### src/rtl/lz77_pkg.sv
// Shared types and helpers for the LZ77 stream decompressor.
//   state_e   : controller states (IDLE, COPY, LIT)
//   tok_dist  : distance field of a token, {dist, len, lit} layout
//   tok_len   : length field of a token
//   tok_lit   : literal byte of a token
// Tokens are passed zero-extended to TOK_MAX_W bits; the caller casts the
// result down to its own field width.
package lz77_pkg;

  localparam int TOK_MAX_W = 32;

  typedef enum logic [1:0] {
    IDLE = 2'd0,
    COPY = 2'd1,
    LIT  = 2'd2
  } state_e;

  function automatic logic [TOK_MAX_W-1:0] field_mask(input int width);
    return (TOK_MAX_W'(1) << width) - TOK_MAX_W'(1);
  endfunction

  function automatic logic [TOK_MAX_W-1:0] tok_dist(input logic [TOK_MAX_W-1:0] tok,
                                                    input int dist_w,
                                                    input int len_w);
    return (tok >> (8 + len_w)) & field_mask(dist_w);
  endfunction

  function automatic logic [TOK_MAX_W-1:0] tok_len(input logic [TOK_MAX_W-1:0] tok,
                                                   input int len_w);
    return (tok >> 8) & field_mask(len_w);
  endfunction

  function automatic logic [7:0] tok_lit(input logic [TOK_MAX_W-1:0] tok);
    return tok[7:0];
  endfunction

endpackage

### src/rtl/lz77_history_ram.sv
// Sliding history window: 2^ADDR_W bytes, asynchronous read, synchronous
// write, every entry cleared to 0x00 by reset so stale references read 0.
//   clk, rst_n : clock, async active-low reset
//   i_we       : write enable
//   i_waddr    : write address
//   i_wdata    : write byte
//   i_raddr    : read address
//   o_rdata    : read byte (combinational)
module lz77_history_ram #(
  parameter int ADDR_W = 4
) (
  input  logic              clk,
  input  logic              rst_n,
  input  logic              i_we,
  input  logic [ADDR_W-1:0] i_waddr,
  input  logic [7:0]        i_wdata,
  input  logic [ADDR_W-1:0] i_raddr,
  output logic [7:0]        o_rdata
);

  localparam int DEPTH = 1 << ADDR_W;

  logic [7:0] r_mem [DEPTH];

  always_ff @(posedge clk or negedge rst_n) begin
    if (!rst_n) begin
      for (int i = 0; i < DEPTH; i++) r_mem[i] <= 8'h00;
    end else if (i_we) begin
      r_mem[i_waddr] <= i_wdata;
    end
  end

  assign o_rdata = r_mem[i_raddr];

endmodule

### src/rtl/lz77_decomp_stream.sv
// Streaming LZ77 decompressor, AXI-Stream tokens in, AXI-Stream bytes out.
// Each token {dist, len, lit} copies len bytes from dist back in the history
// window, then emits lit; the literal of a TLAST token carries m_axis_tlast.
//   clk, rst_n                     : clock, async active-low reset
//   s_axis_tdata/tvalid/tready/tlast : token input
//   m_axis_tdata/tvalid/tready/tlast : byte output
//
// state | meaning
// ------+--------------------------------------------------
// IDLE  | s_axis_tready high, waiting for a token
// COPY  | emitting history bytes, r_cnt bytes left
// LIT   | emitting the literal byte, then back to IDLE
module lz77_decomp_stream
  import lz77_pkg::*;
#(
  parameter int DIST_WIDTH        = 4,
  parameter int LEN_WIDTH         = 4,
  parameter int WINDOW_ADDR_WIDTH = 4,
  parameter int TOKEN_W           = DIST_WIDTH + LEN_WIDTH + 8
) (
  input  logic               clk,
  input  logic               rst_n,
  input  logic [TOKEN_W-1:0] s_axis_tdata,
  input  logic               s_axis_tvalid,
  output logic               s_axis_tready,
  input  logic               s_axis_tlast,
  output logic [7:0]         m_axis_tdata,
  output logic               m_axis_tvalid,
  input  logic               m_axis_tready,
  output logic               m_axis_tlast
);

  state_e                       r_state;
  logic                         r_s_tready;
  logic [DIST_WIDTH-1:0]        r_dist;
  logic [LEN_WIDTH-1:0]         r_cnt;
  logic [7:0]                   r_lit;
  logic                         r_last;
  logic [WINDOW_ADDR_WIDTH-1:0] r_wr_ptr;
  logic [7:0]                   r_tdata;
  logic                         r_tvalid;
  logic                         r_tlast;

  logic [TOK_MAX_W-1:0]         w_tok;
  logic [DIST_WIDTH-1:0]        w_dist;
  logic [LEN_WIDTH-1:0]         w_len;
  logic                         w_gen;
  logic                         w_we;
  logic [7:0]                   w_wdata;
  logic [WINDOW_ADDR_WIDTH-1:0] w_rd_addr;
  logic [7:0]                   w_hist_rd;

  assign w_tok  = TOK_MAX_W'(s_axis_tdata);
  assign w_dist = DIST_WIDTH'(tok_dist(w_tok, DIST_WIDTH, LEN_WIDTH));
  assign w_len  = LEN_WIDTH'(tok_len(w_tok, LEN_WIDTH));

  // Output register can take a new byte when empty or being drained.
  assign w_gen     = !r_tvalid || m_axis_tready;
  assign w_rd_addr = r_wr_ptr - WINDOW_ADDR_WIDTH'(r_dist);
  // Every emitted byte, literal included, enters the history window.
  assign w_we      = w_gen && (r_state == COPY || r_state == LIT);
  assign w_wdata   = (r_state == COPY) ? w_hist_rd : r_lit;

  lz77_history_ram #(
    .ADDR_W (WINDOW_ADDR_WIDTH)
  ) u_hist (
    .clk     (clk),
    .rst_n   (rst_n),
    .i_we    (w_we),
    .i_waddr (r_wr_ptr),
    .i_wdata (w_wdata),
    .i_raddr (w_rd_addr),
    .o_rdata (w_hist_rd)
  );

  always_ff @(posedge clk or negedge rst_n) begin
    if (!rst_n) begin
      r_state    <= IDLE;
      r_s_tready <= 1'b0;
      r_dist     <= '0;
      r_cnt      <= '0;
      r_lit      <= 8'h00;
      r_last     <= 1'b0;
      r_wr_ptr   <= '0;
      r_tdata    <= 8'h00;
      r_tvalid   <= 1'b0;
      r_tlast    <= 1'b0;
    end else begin
      // A consumed byte is dropped unless a new one replaces it below.
      if (m_axis_tready) r_tvalid <= 1'b0;

      unique case (r_state)
        IDLE: begin
          r_s_tready <= 1'b1;
          if (s_axis_tvalid && r_s_tready) begin
            r_dist     <= w_dist;
            r_lit      <= tok_lit(w_tok);
            r_last     <= s_axis_tlast;
            r_s_tready <= 1'b0;
            // dist=0 has no history to copy, so its length is ignored.
            if (w_len != '0 && w_dist != '0) begin
              r_cnt   <= w_len;
              r_state <= COPY;
            end else begin
              r_state <= LIT;
            end
          end
        end
        COPY: begin
          if (w_gen) begin
            r_tdata  <= w_hist_rd;
            r_tvalid <= 1'b1;
            r_tlast  <= 1'b0;
            r_wr_ptr <= r_wr_ptr + WINDOW_ADDR_WIDTH'(1);
            r_cnt    <= r_cnt - LEN_WIDTH'(1);
            if (r_cnt == LEN_WIDTH'(1)) r_state <= LIT;
          end
        end
        LIT: begin
          if (w_gen) begin
            r_tdata    <= r_lit;
            r_tvalid   <= 1'b1;
            r_tlast    <= r_last;
            r_wr_ptr   <= r_wr_ptr + WINDOW_ADDR_WIDTH'(1);
            r_state    <= IDLE;
            r_s_tready <= 1'b1;
          end
        end
        default: r_state <= IDLE;
      endcase
    end
  end

  assign s_axis_tready = r_s_tready;
  assign m_axis_tdata  = r_tdata;
  assign m_axis_tvalid = r_tvalid;
  assign m_axis_tlast  = r_tlast;

endmodule

### config.mk
export PLATFORM = sky130hd
export DESIGN_NAME = lz77_decomp_stream
export DESIGN_NICKNAME = d
export VERILOG_FILES = /design/src/rtl/lz77_pkg.sv /design/src/rtl/lz77_history_ram.sv /design/src/rtl/lz77_decomp_stream.sv
export SDC_FILE = /design/constraint.sdc
export NUM_CORES = 1
export LEC_CHECK = 0
export CAP_MARGIN = 20
export CORE_MARGIN = 2
export CORE_UTILIZATION = 61
export DETAILED_ROUTE_END_ITERATION = 8
export PLACE_DENSITY_LB_ADDON = 0.1
export SETUP_SLACK_MARGIN = 0.5
export SLEW_MARGIN = 20
export SYNTH_ARGS = -nofsm -noshare
export SYNTH_HDL_FRONTEND = slang
export SYNTH_SLANG_ARGS = --single-unit
### constraint.sdc
create_clock -name clk -period 3.65 [get_ports clk]
set_input_delay 0.5475 -clock clk [delete_from_list [all_inputs] [get_ports clk]]
set_output_delay 0.5475 -clock clk [all_outputs]
set_load 0.1 [all_outputs]
* Word level (Yosys, flattened, before mapping) *
Index checks and enable logic that the tools add are counted.

operators by class
  reduce and logical (&&, ||, !) cells = 20
  equality and inequality tests = 8
  $add $sub $neg = 3
  bitwise logic cells = 2
  magnitude comparators = 3
  muxes and demuxes = 29

operators with widths
  operator                                                    count
  bitwise mux 128 bit                                         1
  two-way mux 8 bit                                           6
  binary-select mux 8 bit (select 4 bit)                      1
  demux 8 bit (select 4 bit)                                  1
  case mux 8 bit (2 select lines)                             1
  two-way mux 4 bit                                           3
  greater-or-equal comparator 5 bit, second input constant    2
  two-way mux 2 bit                                           5
  inverter 4 -> 5 bit                                         2
  inequality test 2 bit, second input constant                4
  case mux 4 bit (2 select lines)                             1
  AND reduction 4 bit                                         2
  nonzero test 4 bit                                          2
  two-way mux 1 bit                                           7
  case mux 2 bit (3 select lines)                             1
  AND reduction 2 bit                                         3
  nonzero test 2 bit                                          3
  less-than comparator 5 x 1 -> 1 bit, second input constant  1
  adder 4 x 1 -> 4 bit, second input constant                 1
  == test 4 x 1 -> 1 bit, second input constant               1
  logical AND 1 bit                                           4
  case mux 1 bit (2 select lines)                             2
  subtractor 4 x 1 -> 4 bit, second input constant            1
  subtractor 4 bit                                            1
  other kinds (8)                                             9

storage, ports and cells
  output and inout port bits = 11
  input port bits = 21
  bits in registers = 162
  logic and storage cells = 91

* Longest topological paths before layout *
  word-level depth = 7
  depth in mapped cells = 10
  gate-level depth less buffers = 8

* By module *
Synthesis repeated with hierarchy kept, for this count alone.

second synthesis, totals
  cells, all modules = 561
  area total of the unflattened synthesis = 7856.3 µm²

modules (own cells, without submodules)
  module              area an instance (µm²)  cells each  seq. area each (µm²)  instances
  lz77_history_ram    5915.7                  365         3203.1                1
  lz77_decomp_stream  1940.6                  196         850.8                 1

* Least setup slack after synthesis *
OpenSTA, ideal clock, no wires.

  kind = reg2reg
  start point = register r_wr_ptr[0]
  end point = register u_hist.r_mem[124] (netlist bit)
  path slack = 0.709 ns
  path buffers = 2
  library setup time = 0.140 ns
  arrival = 2.801 ns
  cell stages (with the launch flop) = 11
  required time = 3.510 ns
  clock period less this slack = 2.941 ns
  cells stage by stage = dfrtp_1 > inv_1 > ha_1 > inv_1 > fa_1 > buf_1 > mux4_2 > mux2_4 > a41oi_4 > buf_12 > a31oi_2

between the ends
  cells in the longest elaborated chain, start to end = 7
  elaborated cells between the ends (all ways) = 13
  classes of those cells = 1 x add/sub; 2 x order compare; 7 x mux; 2 x bitwise; 1 x reduce/logical

RTL lines
  what                                                   line                       text
  start: declaration                                     lz77_decomp_stream.sv:39   logic [WINDOW_ADDR_WIDTH-1:0] r_wr_ptr;
  start signal: assignment                               lz77_decomp_stream.sv:114  r_wr_ptr <= r_wr_ptr + WINDOW_ADDR_WIDTH'(1);
  start signal: assignment                               lz77_decomp_stream.sv:124  r_wr_ptr <= r_wr_ptr + WINDOW_ADDR_WIDTH'(1);
  subtractor 4 bit                                       lz77_decomp_stream.sv:59   assign w_rd_addr = r_wr_ptr - WINDOW_ADDR_WIDTH'(r_dist);
  inverter 4 -> 5 bit (not written as such)              lz77_history_ram.sv:33     assign o_rdata = r_mem[i_raddr];
  binary-select mux 8 bit (select 4 bit)                 lz77_history_ram.sv:33
  two-way mux 8 bit (not written as such) (2 in series)  lz77_history_ram.sv:33
  two-way mux 8 bit                                      lz77_decomp_stream.sv:62   assign w_wdata = (r_state == COPY) ? w_hist_rd : r_lit;
  bitwise mux 128 bit (*)                                lz77_history_ram.sv:29     r_mem[i_waddr] <= i_wdata;
  end signal: indexed assignment                         lz77_history_ram.sv:29
  end: declaration                                       lz77_history_ram.sv:23     logic [7:0] r_mem [DEPTH];

Mark *: on every way between the ends. The rest lies on a longest branch, timed or not. The select of a mux whose other input is x is not followed.
A chain may end at the register's enable or synchronous reset.

* Worst setup path after layout *
  start point = register r_wr_ptr[0]
  end point = register u_hist.r_mem[117] (netlist bit)

Same word-level chain as after synthesis.

==> flow_summary.yaml <==
timing:
  clock_skew_ns: 0.00845
  finalCriticalPeriod_ns: 2.99
  worst_pin_slew_ns: 1.12
  fmax_mhz: 334
  finalSetupTns_ns: 0
  period_share_pct: 81.9
  finalSetupViolations: 0
  hold_viol_final: 0
  final_max_slew_viol_count: 0
  relSlewSlack_pct: 25.4
  rsz0062_at_grt: "no"
  setup_ws_ns: 0.660
floorplanning:
  die_w_um: 123
  die-area_um2: 15000
  pin_count: 32
  rows: 43
  core_um2: 13800
  chipHeight_um: 123
  initial_utilization_pct: 62.0
route:
  routed-via-count: 6092
  wl_per_cell_um: 22.6
  drc_errors: 0
  drt-initial-drc-count: 527
  drtAntennaViolNets: 0
  vias_per_cell: 6.55
  wirelength_mm: 21.0
  dr.pass1.iters: 5
clock_network:
  cts_buffer_depth: 2
  ctsHoldBuffers: 0
  cts_tree: "built"
  htreeDepth: 4
  clkSinkCount: 162
  cts.clk_slew.worst_paths_ns: 0.06
  cts_root_buf: "clkbuf_16"
  numCtsBuffers: 17
  insertion_delay_ns: 0.43
finish:
  num_antenna_cells: 0
  utilization_pct: 70.2
  fin_nets: 771
  fillCellCount: 971
  register_area_um2: 4050
  layout-drive-gt1-share_pct: 26.5
  multiInputGateArea_um2: 4040
  syn_to_final_growth_pct: 13.1
setup_path:
  r2r_slack_ns: 0.66
  path_cells: "inv_1 > ha_2 > inv_1 > fa_1 > buf_12 > mux4_2 > mux2_2 > nand4_2 > a31oi_1"
  crit_type: "reg2reg"
  critPathMaxStageDelay_ns: 0.53
  cpMaxStageDelayCell: "fa_1"
  cp-start-kind: "flop"
  crit_arrival_ns: 3.25
  worst_setup_path_end_kind: "flop"
  required_ns: 3.91
  crit_path_frequent_cell: "inv_1"
  crit_fanout: 32
yosys:
  synth_cells: 720
  yosysWarnings: 0
  syn-num-nets: 754
  synth_top_area_share_pct: 47.3
  synth-edff-count: 0
  synth_area_um2: 8580
  ys.flop_type: "dfrtp_1"
  ys_types: 45
  yosys.area.top_type: "dfrtp_1"
  post_synth.cell_area_avg_um2: 11.9
  ys_ff_latch: 162
  synth_area_leaders: "dfrtp_1 (47%), a31oi_2 (8.8%), mux4_2 (6.0%), nor2_1 (5.9%), a31oi_1 (5.0%)"
  async_flop_share_pct: 100
  ys_seq_area_share_pct: 47.3
global_routing:
  grt_max_degree: 84
  met1_usage_pct: 40.8
  antenna_found_initial: 0
  use_met2_pct: 47.4
  grt_pass1_wl_mm: 33.3
  grt_overflow: 0
  grtUsageTotal_pct: 29.8
  busiest_layer: "met2"
  first_global_vias: 6022
  grt_use_met3_pct: 6.04
job:
  drv_cap: 0
placed_design:
  pre_cts_ws_ns: 0.438
  dpl.hpwl_mm: 13.0
  gp_congestion: 0.802
  port_buffers: 31
status:
  outcome: "complete, no violations"
min_path:
  worstHoldPathType: "in2async"
-- sequential cells by signal (all words and copies together) (netlist names) --
signal / flops
m_axis_tdata: 8
m_axis_tlast: 1
m_axis_tvalid: 1
r_cnt: 4
r_dist: 4
r_last: 1
r_lit: 8
r_state: 2
r_wr_ptr: 4
s_axis_tready: 1
u_hist.r_mem: 128
-- logic make-up after synthesis --
family | Yosys count | share of synthesized area (%)
AOI/OAI and AO/OA | 182 | 19.5
xor gates and xnor gates | 6 | 0.700
adders and majority gates | 13 | 1.98
buffers and inverters | 83 | 5.95
DFF | 162 | 47.3
muxes | 64 | 13.2
and+or+nand+nor | 210 | 11.4
-- Yosys cell counts (all sizes together), types with 2 or more instances --
cell type / count
nand2b: 2
mux2: 29
xnor2: 4
nor3: 3
a21oi: 20
nor2b: 10
o21ai: 13
clkbuf: 21
nor4: 4
nand2: 18
inv: 15
nor2: 135
o311ai: 8
nand4: 18
buf: 47
and4: 2
mux2i: 3
a41oi: 8
nand3: 2
a31oi: 128
or3: 2
ha: 12
and2: 12
xor2: 2
dfrtp: 162
mux4: 32
-- final timing paths --
check,endpoint,cells past startpoint,start
max in group asynchronous,u_hist.r_mem[76],2,rst_n
min in group clk,m_axis_tlast,2,m_axis_tlast
worst min-delay path,r_cnt[0],1,rst_n
worst min register to register,m_axis_tlast,2,m_axis_tlast
worst max register to register,u_hist.r_mem[117],9,r_wr_ptr[0]
worst max-delay path,u_hist.r_mem[117],9,r_wr_ptr[0]
-- layout make-up --
class / count / area share (%)
Inverter: 15 / 0.580
Multi-Input combinational cell: 475 / 41.6
Sequential cell: 162 / 41.8
Tap cell: 180 / 2.32
Clock buffer: 24 / 4.96
Clock inverter: 8 / 1.53
Timing Repair Buffer: 66 / 7.21
-- worst max-delay path, delay by kind of cell, from the launching register on --
kind	cells	cell delay, ns
AO/OA/AOI/OAI	1	0.16
adder cells (fa/ha/maj)	2	0.74
buffers and inverters	3	0.43
flip-flops	1	0.41
multiplexers	2	0.66
AND/OR/NAND/NOR	1	0.36
-- cells in the final DEF, fill, tap and decap left out, types with 15 or more instances in the layout --
cell type	netlist	final
buf_4	10	25
a21oi_1	20	20
a31oi_2	60	60
mux2_2	23	23
dfrtp_1	162	162
nor2_1	135	135
a31oi_1	68	68
mux4_2	23	23
nand2_1	18	18
clkdlybuf4s50_1	0	30
inv_1	15	15
clkbuf_16	0	17
-- per-stage QoR --
stage	std cells	instance area, um^2	hold WS, ns
after floorplan	720	8580	0.252
after global routing	930	9700	0.227
after global placement	890	8910	0.469
final	930	9700	0.159
after CTS	922	9540	0.194
after detailed placement	890	8910	0.485
-- metal layers --
layer	vias up	part of all wire, %	wire length (um)
met5	-	0	0
met4	0	2.0	430
met3	29	6.1	1290
met2	225	49	10300
met1	3131	43	9000
li1	2707	-	-
-- timing repair --
item,4_1_cts,5_1_grt
buffers inserted,0,8
pin swaps,6,7
setup endpoints to repair,46,98
gates resized for setup,0,3
Power is not shown: default switching activity piles up to over one toggle a cycle in this logic, so the estimate is an artifact.
